`config.mk`:
```
export PLATFORM = sky130hd
export DESIGN_NAME = vga_mem_arbiter
export DESIGN_NICKNAME = d
export VERILOG_FILES = /design/src/rtl/vga_mem_arbiter.sv
export SDC_FILE = /design/constraint.sdc
export NUM_CORES = 1
export LEC_CHECK = 0
export ABC_AREA = 1
export BUFFER_PORTS_ARGS = -buffer_cell sky130_fd_sc_hd__buf_2
export CORE_MARGIN = 2
export CORE_UTILIZATION = 52
export DETAILED_ROUTE_END_ITERATION = 6
export PLACE_DENSITY = 0.89
export SETUP_SLACK_MARGIN = 0.1
export SYNTH_ARGS = -nofsm -noshare
export SYNTH_HDL_FRONTEND = slang
export SYNTH_SLANG_ARGS = --single-unit
```
`constraint.sdc`:
```
create_clock -name clk_i -period 6.03 [get_ports clk_i]
set_input_delay 1.206 -clock clk_i [delete_from_list [all_inputs] [get_ports clk_i]]
set_output_delay 1.206 -clock clk_i [all_outputs]
set_load 0.01 [all_outputs]
```
`src/rtl/vga_mem_arbiter.sv`:
```
// vga_mem_arbiter: shares one sync video RAM between the real-time display fetch and a CPU port.
// Define VGA_ARB_STEAL_EN to let the CPU use any idle cycle, not only blanking.
module vga_mem_arbiter #(
  parameter int ADDR_W  = 12,
  parameter int DATA_W  = 8,
  parameter int BLACK_H = 160,
  parameter int BLACK_V = 45
) (
  input  logic              clk_i,
  input  logic              rst_i,
  input  logic [9:0]        hc_i,
  input  logic [9:0]        vc_i,
  input  logic              disp_req_i,
  input  logic [ADDR_W-1:0] disp_addr_i,
  output logic [DATA_W-1:0] disp_rdata_o,
  output logic              disp_rvalid_o,
  input  logic              cpu_valid_i,
  input  logic              cpu_we_i,
  input  logic [ADDR_W-1:0] cpu_addr_i,
  input  logic [DATA_W-1:0] cpu_wdata_i,
  output logic              cpu_ready_o,
  output logic [DATA_W-1:0] cpu_rdata_o,
  output logic              cpu_rvalid_o,
  output logic              mem_en_o,
  output logic              mem_we_o,
  output logic [ADDR_W-1:0] mem_addr_o,
  output logic [DATA_W-1:0] mem_wdata_o,
  input  logic [DATA_W-1:0] mem_rdata_i
);
  localparam logic [1:0] C_IDLE   = 2'd0;
  localparam logic [1:0] C_WAIT   = 2'd1;
  localparam logic [1:0] C_RDWAIT = 2'd2;
  localparam logic [9:0] BH = 10'(BLACK_H);
  localparam logic [9:0] BV = 10'(BLACK_V);

  logic [1:0]        st_q, st_d;
  logic              ready_q;
  logic              c_we_q;
  logic [ADDR_W-1:0] c_addr_q;
  logic [DATA_W-1:0] c_wdata_q;
  logic              mem_en_q, mem_we_q;
  logic [ADDR_W-1:0] mem_addr_q;
  logic [DATA_W-1:0] mem_wdata_q;
  logic              s1_v_q, s1_cpu_q, s2_v_q, s2_cpu_q;
  logic              disp_rv_q, cpu_rv_q;
  logic [DATA_W-1:0] disp_rd_q, cpu_rd_q;
  logic              blank, window, cpu_grant, accept, disp_ret, cpu_ret;

  assign blank = (hc_i < BH) || (vc_i < BV);
`ifdef VGA_ARB_STEAL_EN
  assign window = blank || !disp_req_i;
`else
  assign window = blank;
`endif
  // the display always wins; the CPU only takes cycles the display leaves free
  assign cpu_grant = !disp_req_i && (st_q == C_WAIT) && window;
  assign accept    = cpu_valid_i && ready_q;
  assign disp_ret  = s2_v_q && !s2_cpu_q;
  assign cpu_ret   = s2_v_q && s2_cpu_q;

  always_comb begin
    st_d = (st_q == C_IDLE)   ? (accept ? C_WAIT : C_IDLE) :
           (st_q == C_WAIT)   ? (cpu_grant ? (c_we_q ? C_IDLE : C_RDWAIT) : C_WAIT) :
           (st_q == C_RDWAIT) ? (cpu_ret ? C_IDLE : C_RDWAIT) : C_IDLE;
  end

  always_ff @(posedge clk_i or posedge rst_i) begin
    if (rst_i) begin
      st_q        <= C_IDLE;
      ready_q     <= 1'b0;
      c_we_q      <= 1'b0;
      c_addr_q    <= '0;
      c_wdata_q   <= '0;
      mem_en_q    <= 1'b0;
      mem_we_q    <= 1'b0;
      mem_addr_q  <= '0;
      mem_wdata_q <= '0;
      s1_v_q      <= 1'b0;
      s1_cpu_q    <= 1'b0;
      s2_v_q      <= 1'b0;
      s2_cpu_q    <= 1'b0;
      disp_rv_q   <= 1'b0;
      cpu_rv_q    <= 1'b0;
      disp_rd_q   <= '0;
      cpu_rd_q    <= '0;
    end else begin
      st_q    <= st_d;
      ready_q <= st_d == C_IDLE;
      if (accept) begin
        c_we_q    <= cpu_we_i;
        c_addr_q  <= cpu_addr_i;
        c_wdata_q <= cpu_wdata_i;
      end
      mem_en_q <= disp_req_i || cpu_grant;
      mem_we_q <= cpu_grant && c_we_q;
      if (disp_req_i) mem_addr_q <= disp_addr_i;
      else if (cpu_grant) begin
        mem_addr_q  <= c_addr_q;
        mem_wdata_q <= c_wdata_q;
      end
      // owner tag follows each read so returning data is steered to its requester
      s1_v_q    <= disp_req_i || (cpu_grant && !c_we_q);
      s1_cpu_q  <= !disp_req_i;
      s2_v_q    <= s1_v_q;
      s2_cpu_q  <= s1_cpu_q;
      disp_rv_q <= disp_ret;
      cpu_rv_q  <= cpu_ret;
      if (disp_ret) disp_rd_q <= mem_rdata_i;
      if (cpu_ret) cpu_rd_q <= mem_rdata_i;
    end
  end

  assign cpu_ready_o   = ready_q;
  assign mem_en_o      = mem_en_q;
  assign mem_we_o      = mem_we_q;
  assign mem_addr_o    = mem_addr_q;
  assign mem_wdata_o   = mem_wdata_q;
  assign disp_rvalid_o = disp_rv_q;
  assign disp_rdata_o  = disp_rd_q;
  assign cpu_rvalid_o  = cpu_rv_q;
  assign cpu_rdata_o   = cpu_rd_q;
endmodule
```
* Word-level counts from Yosys, hierarchy flattened *
Index checks and enable logic that the tools add are counted.

operators by class
  magnitude comparators = 2
  equal/unequal tests = 2
  multiplexer cells = 9
  bitwise operators = 1
  reduce and logical (&&, ||, !) cells = 17

operators with widths
  cell                   count
  $mux W12               2
  $mux W2                6
  $lt A10 B6 Y1 const B  1
  $lt A10 B8 Y1 const B  1
  $logic_and A1 B1 Y1    7
  $logic_not A2 Y1       2
  $logic_not A1 Y1       3
  $logic_or A1 B1 Y1     3
  $eq A2 B1 Y1 const B   1
  $eq A2 B2 Y1 const B   1
  $reduce_and A2 Y1      1
  $reduce_bool A2 Y1     1
  $mux W1                1
  $not A1 Y1             1

storage, ports and cells
  register bits after elaboration = 68
  output and inout port bits = 41

* Depth between registers and ports, before layout *
Gate-level depths: netlist of run 1.

  word-level depth = 7
  mapped depth = 10

* Worst setup path before layout of run 1 *
Ideal clock, no wire load.

  path kind = input to register
  start = in vc_i[9]
  end = reg mem_addr_q[10] (netlist: mem_addr_o[10])
  setup time = 118 ps
  data arrival time = 2064 ps
  required time = 5912 ps
  setup slack = 3849 ps
  cell stages on the path = 9
  path buffers = 2
  path through = or2_0 nor2_1 nand2_1 nand2_2 nand2_2 buf_6 buf_6 nand3_1 nand2_1

on the way
  longest elaborated chain between the ends = 4

RTL lines
  item                                 line  RTL
  start, declared                      12    input logic [9:0] vc_i,
  $lt A10 B6 Y1                        49    assign blank = (hc_i < BH) || (vc_i < BV);
  $logic_or A1 B1 Y1                   49
  $logic_and A1 B1 Y1                  56    assign cpu_grant = !disp_req_i && (st_q == C_WAIT) && window;
  $reduce_bool A2 Y1 (no source line)  n/a
  end signal, assigned                 96    if (disp_req_i) mem_addr_q <= disp_addr_i;
  end signal, assigned                 98    mem_addr_q <= c_addr_q;
  end, declared                        42    logic [ADDR_W-1:0] mem_addr_q;

Every way passes these cells.
A chain may end at the register's enable or synchronous reset.

* Worst setup path after layout of run 1 *
  start = in disp_req_i
  end = reg mem_addr_q[7] (netlist: mem_addr_o[7])

on the way
  longest elaborated chain between the ends = 4
  elaborated cells between the ends (all ways) = 5
  classes of those cells = mux: 1; reduce/logical: 4

RTL lines
  item                                 line  RTL
  start, declared                      13    input logic disp_req_i,
  $logic_not A1 Y1                     56
  $logic_and A1 B1 Y1 (2 in a row)     56
  $reduce_bool A2 Y1 (no source line)  n/a

Parallel ways exist; a longest one is shown, timed or not.

==> results.cfg, run 1 <==
[final_layout]
antenna_cells = 0
drive_gt1_share_pct = 30.2
finalNonFillerCells = 481
layout_common_cells = nand2_1 (113), buf_2 (100), dfrtp_1 (68)
fin_nets = 471
area_growth_pct = 27.3
layout_commonest_cell = nand2_1
nFillCells = 420

[logic_synthesis]
synth_top_family_by_area = simple AND/OR/NAND/NOR gates
netlist_instances = 307
synth_xor_xnor_area_share_pct = 0
syn_area_sq_um = 2740
synth-seq-area-share_pct = 62.2
yosys-mux-area-fraction_pct = 0
yosys_warnings = 0
ys_seq_elements = 68
synth_compound_area_share_pct = 8.78
synthAdderAreaFrac_pct = 0
ys_types = 15
syn_nets = 372
yosys.area_share.simple_pct = 21.5
syn_area_per_cell_sq_um = 8.91

[power_and_ir_drop]
p_comb_share_pct = 24.2
clkPwrFrac_pct = 29.0
p_seq_share_pct = 46.8
pwr_density_cell_nw_per_um2 = 406
p_switching_uw = 448
p_int_uw = 965
switching_share_pct = 31.7
vdd_drop_max_mv = 0.221
leakagePower_uw = 0.00195

[cts]
post-cts-setup-buffers = 0
ctsHoldBuffers = 0
cts.htree.levels = 3
ctsResizeCount = 0
cts_tree = built
clockBufferDepth = 2
cts_made_buffers = 9
cts.sinks = 68
insertion_delay_ps = 330
root_buffer = clkbuf_8
cts.clk_slew.worst_paths_ps = 70

[global_routing]
grt_pass1_vias = 2231
antenna_found_initial = 0
grt_overflow_total = 0
grt_use_total_pct = 20.8
grt_pass1_wl_mm = 9.78
grt_start_max_net_pins = 69

[floorplan]
die_x_um = 76.5
die_h_um = 76.5
io_pins = 106
core_sq_um = 5110
num_rows = 26
start_util_pct = 53.6
dieArea_sq_um = 5860

[sta]
tightest_slew_ps = 936
setup_viol_count_final = 0
finalHoldViolCount = 0
rsz0062_at_grt = no
slew_headroom_pct = 37.5
finalCritPeriodShare_pct = 41.5
min_period_ps = 2500
setup-tns-final_ps = 0
slew_viol_final = 0
fmax_mhz = 399
fin_skew_ps = 9.26

[drt]
met1Wirelength_mm = 2.44
drcViolationCount = 0
route.met2.wl_mm = 2.87
via_per_inst = 4.75
drtIter0Drc = 73
top_layer = met4
firstDrtPassIters = 4
ant_nets = 0
vias = 2287
wl_met3_um = 277
drt_wl_total_mm = 5.65
wl_per_cell_um = 11.7

[placed_design]
io_buffers = 100
placed_cells = 465
hpwl_mm = 3.87
gp_congestion = 0.707

[setup_path]
reg2reg_depth = 5
cp-start-kind = input port
cp_max_fo = 22
crit_required_ps = 6300
crit_path_end_kind = flip-flop
crit_type = in -> reg
worstPathArrival_ps = 2770

[worst_hold_path]
min_path_type = reg -> reg
whs_path_depth = 0

[run_status]
status = complete, no violations

[job]
drv_cap = 0
## path summary, 6_finish.rpt
path / start / endpoint / slack [ps]
setup / recovery: disp_req_i / mem_addr_o[7] / 3530
hold / removal: s1_v_q / s2_v_q / 350
setup reg to reg: st_q[1] / mem_addr_o[7] / 4350
hold reg to reg: s1_v_q / s2_v_q / 350
max in group asynchronous: rst_i / c_addr_q[0] / 4390
min in group asynchronous: rst_i / disp_rvalid_o / 1110
## synth_stat cells (all sizes together)
library cell,number,area (sq um)
or2,1,6.26
inv,34,128
nor3,1,16.3
nor2,9,33.8
buf,7,50.1
o21ai,48,240
clkinv,1,3.75
nand3,16,90.1
dfrtp,68,1700
clkbuf,6,22.5
nand2,116,443
## through the flow
stage | power, uW | area [sq um] | setup slack (ps) | hold slack, ps | util (%)
5_1_grt | 1510 | 3480 | 3400 | 358 | 68.2
3_5_place_dp | 1010 | 3260 | 3170 | 346 | 63.8
6_report | 1410 | 3480 | 3530 | 353 | 68.2
2_1_floorplan | 877 | 2740 | 3110 | 331 | -
4_1_cts | 1430 | 3480 | 3530 | 358 | 68.2
3_3_place_gp | 992 | 3260 | 3200 | 333 | 63.8
## critical path, cell delays in order
cell	delay [ps]
buf_2	340
clkinv_1	590
nand2_2	450
nand2_1	100
nand2_1	70
## cell families after synthesis
logic type | Yosys count
and+or+nand+nor | 143
AOI/OAI and AO/OA | 48
DFF | 68
buffers and inverters | 48
## flip-flops by register name, summed over array words and instances, names as in the netlist, 2 cells and up
signal / cells
mem_wdata_o: 8
cpu_rdata_o: 8
st_q: 2
disp_rdata_o: 8
mem_addr_o: 12
c_wdata_q: 8
c_addr_q: 12
## power by group through the flow
stage / Combinational [uW] / Sequential [uW] / Clock [uW]
finish: 341 / 661 / 410
global route: 395 / 678 / 439
CTS: 348 / 661 / 419
global placement: 331 / 661 / 0
detailed placement: 346 / 667 / 0
floorplan: 185 / 692 / 0
## routing by layer
metal | global-route usage [%] | vias to the layer above
li1 | - | 1146
met1 | 25.3 | 1068
met2 | 36.3 | 65
met3 | 4.38 | 8
met4 | 8.00 | 0
met5 | 0 | -
## area by class of cell
| type | count | area (sq um) | share of cell area (%) |
|---|---|---|---|
| clock inverter | 7 | 100 | 2.87 |
| inverter | 35 | 131 | 3.77 |
| sequential | 68 | 1700 | 48.9 |
| multi-input combinational | 191 | 830 | 23.8 |
| timing repair buffer | 101 | 508 | 14.6 |
| clock buffer | 9 | 124 | 3.56 |
| tap | 70 | 87.6 | 2.52 |
(Power assumes the default switching activity.)
==> run 2, diff against run 1 <==
--- a/config.mk
+++ b/config.mk
@@ -5,12 +5,12 @@
 export SDC_FILE = /design/constraint.sdc
 export NUM_CORES = 1
 export LEC_CHECK = 0
-export ABC_AREA = 1
+export ABC_AREA = 0
 export BUFFER_PORTS_ARGS = -buffer_cell sky130_fd_sc_hd__buf_2
 export CORE_MARGIN = 2
-export CORE_UTILIZATION = 52
+export CORE_UTILIZATION = 43
 export DETAILED_ROUTE_END_ITERATION = 6
-export PLACE_DENSITY = 0.89
+export PLACE_DENSITY = 0.8
 export SETUP_SLACK_MARGIN = 0.1
 export SYNTH_ARGS = -nofsm -noshare
 export SYNTH_HDL_FRONTEND = slang
==> constraint.sdc (replaced) <==
create_clock -name clk_i -period 2.3 [get_ports clk_i]
set_input_delay 0.46 -clock clk_i [delete_from_list [all_inputs] [get_ports clk_i]]
set_output_delay 0.46 -clock clk_i [all_outputs]
set_load 0.01 [all_outputs]
==> run 2 against run 1 <==
  * Clock skew about the same
  * Total power increased to 2.7 times the previous value
  * Design area increased by 0.57%
  * Sequential cell count unchanged
==> results.cfg, run 2 <==
[run_status]
status = complete, no violations

[logic_synthesis]
synth_enable_flop_cells = 0
synth_top_area_share_pct = 63.1
ys_types = 28
syn_area_sq_um = 2700
async_reset_ff_share_pct = 100
netlist_instances = 193
synth-seq-area-share_pct = 63.1
ys_seq_elements = 68
yosys.area.top_type = dfrtp_1
yosys_warnings = 0
ys_top_cells_by_count = dfrtp_1 (68), mux2_2 (45), nor2_1 (27)
synth_area_leaders = dfrtp_1 (63%), mux2_2 (19%), nor2_1 (3.8%)
syn_nets = 258
synth.most_common_cell = dfrtp_1
syn_area_per_cell_sq_um = 14.0
synthFlopType = dfrtp_1

[sta]
fmax_mhz = 662
setup-tns-final_ps = 0
rsz0062_at_grt = no
slew_viol_final = 0
min_period_ps = 1510
slew_headroom_pct = 68.6
finalCritPeriodShare_pct = 65.7
fin_skew_ps = 9.68
setup_viol_count_final = 0
tightest_slew_ps = 471
finalHoldViolCount = 0

[cts]
clockBufferDepth = 2
ctsHoldBuffers = 0
cts.htree.levels = 3
cts_tree = built
cts_made_buffers = 9
post-cts-setup-buffers = 0
cts.sinks = 68
cts.clk_slew.worst_paths_ps = 70
insertion_delay_ps = 330
root_buffer = clkbuf_8
ctsResizeCount = 0

[drt]
ant_nets = 0
drcViolationCount = 0
wl_per_cell_um = 14.8
drt_wl_total_mm = 5.59
vias = 1908
firstDrtPassIters = 4
drtIter0Drc = 73
via_per_inst = 5.05

[setup_path]
slowest_stage = mux2_2
slowest_delay_ps = 340
crit_path_end_kind = flip-flop
crit_type = in -> reg
worstPathArrival_ps = 1730
cp-start-kind = input port
crit_required_ps = 2520
path_cells = buf_2 -> nor4_1 -> a32o_2 -> and2_4 -> mux2_2
cp_max_fo = 6

[global_routing]
grt_pass1_vias = 2063
grt_overflow_total = 0
grt_start_max_net_pins = 53
grt_pass1_wl_mm = 9.60
antenna_found_initial = 0
grt_use_total_pct = 17.7

[floorplan]
core_sq_um = 5990
io_pins = 106
dieArea_sq_um = 6920
num_rows = 28
start_util_pct = 45.0
die_x_um = 83.2
die_h_um = 83.2

[power_and_ir_drop]
leakagePower_uw = 0.00172
pwr_density_cell_nw_per_um2 = 1090
vdd_drop_max_mv = 0.571

[final_layout]
fin_nets = 363
nFillCells = 523
drive_gt1_share_pct = 57.8
layout_common_cells = buf_2 (100), dfrtp_1 (68), mux2_2 (45)
multi_input_area_sq_um = 917
antenna_cells = 0
fin_util_pct = 58.5
area_growth_pct = 29.9
layout_commonest_cell = buf_2
regArea_sq_um = 1700

[placed_design]
gp_congestion = 0.697
io_buffers = 100
hpwl_mm = 4.04

[worst_hold_path]
min_path_type = in -> async

[job]
drv_cap = 0
[run 2: cell count changes after synthesis, moves of 6 or more]
cell and change:
inv_1 -30, mux2_2 +45, a221oi_1 +6, nand3_1 -12, nor2_1 +18, nand2_1 -111
o21ai_0 -45
[run 2: report_power, final]
part           switching, uW  leakage, uW  internal (uW)  total (uW)
clock                    422     0.000117            718        1140
combinational            423     0.000795            504         927
sequential               184     0.000805           1570        1750
total                   1030      0.00172           2790        3810
[run 2: worst paths after layout]
path	endpoint	slack (ps)	cells past startpoint	start
setup / recovery	mem_wdata_o[7]	790	5	vc_i[9]
hold / removal	mem_wdata_o[2]	90	2	rst_i
setup reg to reg	st_q[1]	850	4	s2_cpu_q
hold reg to reg	s2_cpu_q	360	0	s1_cpu_q
max in group asynchronous	c_addr_q[1]	1610	3	rst_i
min in group clk_i	c_wdata_q[7]	350	2	cpu_wdata_i[7]
[run 2: worst max-delay path, delay by kind of cell]
| family | cells | cell delay [ps] |
|---|---|---|
| and+or+nand+nor | 2 | 500 |
| muxes | 1 | 340 |
| AOI/OAI and AO/OA | 1 | 330 |
| buffers and inverters | 1 | 100 |
[run 2: area by class of cell]
class / count / area share (%)
Inverter: 4 / 0.429
Multi-Input combinational cell: 111 / 26.2
Clock buffer: 11 / 3.75
Sequential cell: 68 / 48.6
Timing Repair Buffer: 104 / 15.5
Clock inverter: 5 / 2.86
Tap cell: 75 / 2.68
[run 2: kinds of logic after synthesis]
kind of cell	Yosys count	synth area share [%]
muxes	45	18.8
DFF	68	63.1
and+or+nand+nor	45	8.17
buffers and inverters	14	2.83
AOI/OAI and AO/OA	21	7.06
[run 2: through the flow]
step / cell area (sq um) / total power [uW] / hold WS [ps] / setup WS (ps) / std cells
6_report: 3500 / 3810 / 93.6 / 790 / 378
5_1_grt: 3500 / 4050 / 104 / 662 / 378
4_1_cts: 3500 / 3870 / 91.8 / 794 / 378
3_5_place_dp: 3270 / 2720 / 336 / 436 / 362
3_3_place_gp: 3270 / 2650 / 332 / 453 / 362
2_1_floorplan: 2700 / 2360 / 331 / 128 / 193
[run 2: per-layer routing]
metal	track usage, %	vias to the layer above	part of all wire, %
met2	30.1	70	52
li1	-	896	-
met4	7.60	0	1.9
met5	0	-	0
met1	20.9	932	40
met3	4.87	10	6.1
==> run 3, diff against run 2 <==
==> constraint.sdc (replaced) <==
create_clock -name clk_i -period 1.2 [get_ports clk_i]
set_input_delay 0.24 -clock clk_i [delete_from_list [all_inputs] [get_ports clk_i]]
set_output_delay 0.24 -clock clk_i [all_outputs]
set_load 0.01 [all_outputs]
==> run 3 against run 2 <==
  * The run now ends with setup timing left
  * First-iteration DRC count is 1.4% higher
  * Combinational power grew to 3.1 times the previous value
  * Setup slack worse by 920 ps
  * Clock-buffer cell count is 3 higher
  * Sequential share of layout area is 7.4 points lower
  * Hold slack better by 32 ps
  * Via count is 9.1% higher
  * Non-clock buffer count is 36 higher
  * Largest cell class unchanged
==> results.cfg, run 3 (synthesis results as in run 2) <==
[run_status]
status = finished, violations left
violations = setup timing

[cts]
cts.sinks = 68
root_buffer = clkbuf_8
insertion_delay_ps = 340
cts_made_buffers = 9
clockBufferDepth = 2
cts.clk_slew.worst_paths_ps = 70
cts_tree = built
cts.htree.levels = 3

[power_and_ir_drop]
vdd_drop_max_mv = 1.13
p_switching_uw = 2310
p_seq_share_pct = 41.7
switching_share_pct = 28.0
pwr_density_cell_nw_per_um2 = 2000
p_int_uw = 5940
power_uw = 8250
clkPwrFrac_pct = 23.2
p_comb_share_pct = 35.0
leakagePower_uw = 0.00210

[final_layout]
fin_nets = 400
layout_commonest_cell = buf_2
area_growth_pct = 53.3
fin_util_pct = 69.0
layout_common_cells = buf_2 (94), dfrtp_1 (68), mux2_4 (30)
finalNonFillerCells = 414
antenna_cells = 0
drive_gt1_share_pct = 66.7

[sta]
fmax_mhz = 751
tightest_slew_ps = 354
slew_headroom_pct = 76.4
min_period_ps = 1330
finalCritPeriodShare_pct = 111
setup_viol_count_final = 24
slew_viol_final = 0
layout_setup_ws_ps = -131
fin_skew_ps = 5.90
finalHoldViolCount = 0
rsz0062_at_grt = yes

[drt]
drt_wl_total_mm = 6.44
drtIter0Drc = 74
firstDrtPassIters = 4
drcViolationCount = 0
via_per_inst = 5.03
ant_nets = 0
wl_per_cell_um = 15.6
vias = 2081

[setup_path]
worstPathArrival_ps = 1550
crit_type = reg -> reg
cp-start-kind = flip-flop
crit_path_end_kind = flip-flop
cpLargestDelayFamily = simple AND/OR/NAND/NOR gates
slowest_delay_ps = 380
cp_max_fo = 8
slowest_stage = dfrtp_1
crit_required_ps = 1420
critPathBufInv = 1
path_cells = nand2b_4 -> nor2_4 -> buf_12 -> nand2_8 -> mux2_2

[global_routing]
antenna_found_initial = 0
grt_use_total_pct = 19.4
grt_pass1_wl_mm = 10.5
grt_start_max_net_pins = 69
grt_overflow_total = 0
grt_pass1_vias = 2112

[placed_design]
hpwl_mm = 4.21
io_buffers = 100
gp_congestion = 0.750
placed_cells = 375

[floorplan]
start_util_pct = 45.0
die_x_um = 83.2
io_pins = 106
dieArea_sq_um = 6920
num_rows = 28
die_h_um = 83.2
core_sq_um = 5990

[worst_hold_path]
min_path_type = in -> reg

[job]
drv_cap = 0
-- run 3: area by class of cell --
type | count | area (sq um)
inverters | 4 | 18.8
well taps | 75 | 93.8
repair buffers | 140 | 951
clock buffers | 14 | 173
multi-input cells | 112 | 1160
clock inverters | 1 | 30.0
flip-flops and latches | 68 | 1700
fillers | 426 | 1860
-- run 3: power by group through the flow --
stage               registers [uW]  clock network (uW)  logic (uW)
floorplan                     3490                   0        1420
global placement              3410                   0        2250
detailed placement            3440                   0        2320
CTS                           3420                1970        2700
global route                  3530                2090        3090
finish                        3440                1920        2890
-- run 3: metrics by stage --
step / hold WS [ps] / setup TNS (ps) / instance area [sq um] / worst slack (ps)
after detailed placement: 338 / -7730 / 3530 / -367
after floorplan: 331 / -1490 / 2870 / -189
after CTS: 115 / -2040 / 4030 / -135
final: 125 / -1930 / 4130 / -131
after global placement: 332 / -6460 / 3530 / -309
after global routing: 106 / -3570 / 4130 / -191
-- run 3: what timing repair did --
item	in CTS	in global routing
hold buffers	1	0
pin swaps	3	4
gates resized for setup	28	10
hold endpoints to repair	28	0
cloned	2	1
buffers inserted	14	7
setup endpoints to repair	92	94
-- run 3: final timing paths --
check	startpoint	endpoint	slack (ps)	depth (start not counted)
max in group asynchronous	rst_i	c_addr_q[2]	390	4
worst min-delay path	cpu_addr_i[6]	c_addr_q[6]	130	2
min in group asynchronous	rst_i	c_wdata_q[6]	530	4
worst max-delay path	st_q[1]	mem_wdata_o[6]	-130	5
worst min register to register	s1_cpu_q	s2_cpu_q	350	0
worst max register to register	st_q[1]	mem_wdata_o[6]	-130	5
-- run 3: layer usage --
layer,vias up,global-route usage (%),share of wire [%]
met5,-,0,0
met4,0,7.75,1.6
met3,8,6.96,6.1
met2,73,33.1,52
met1,1034,22.2,40
li1,966,-,-
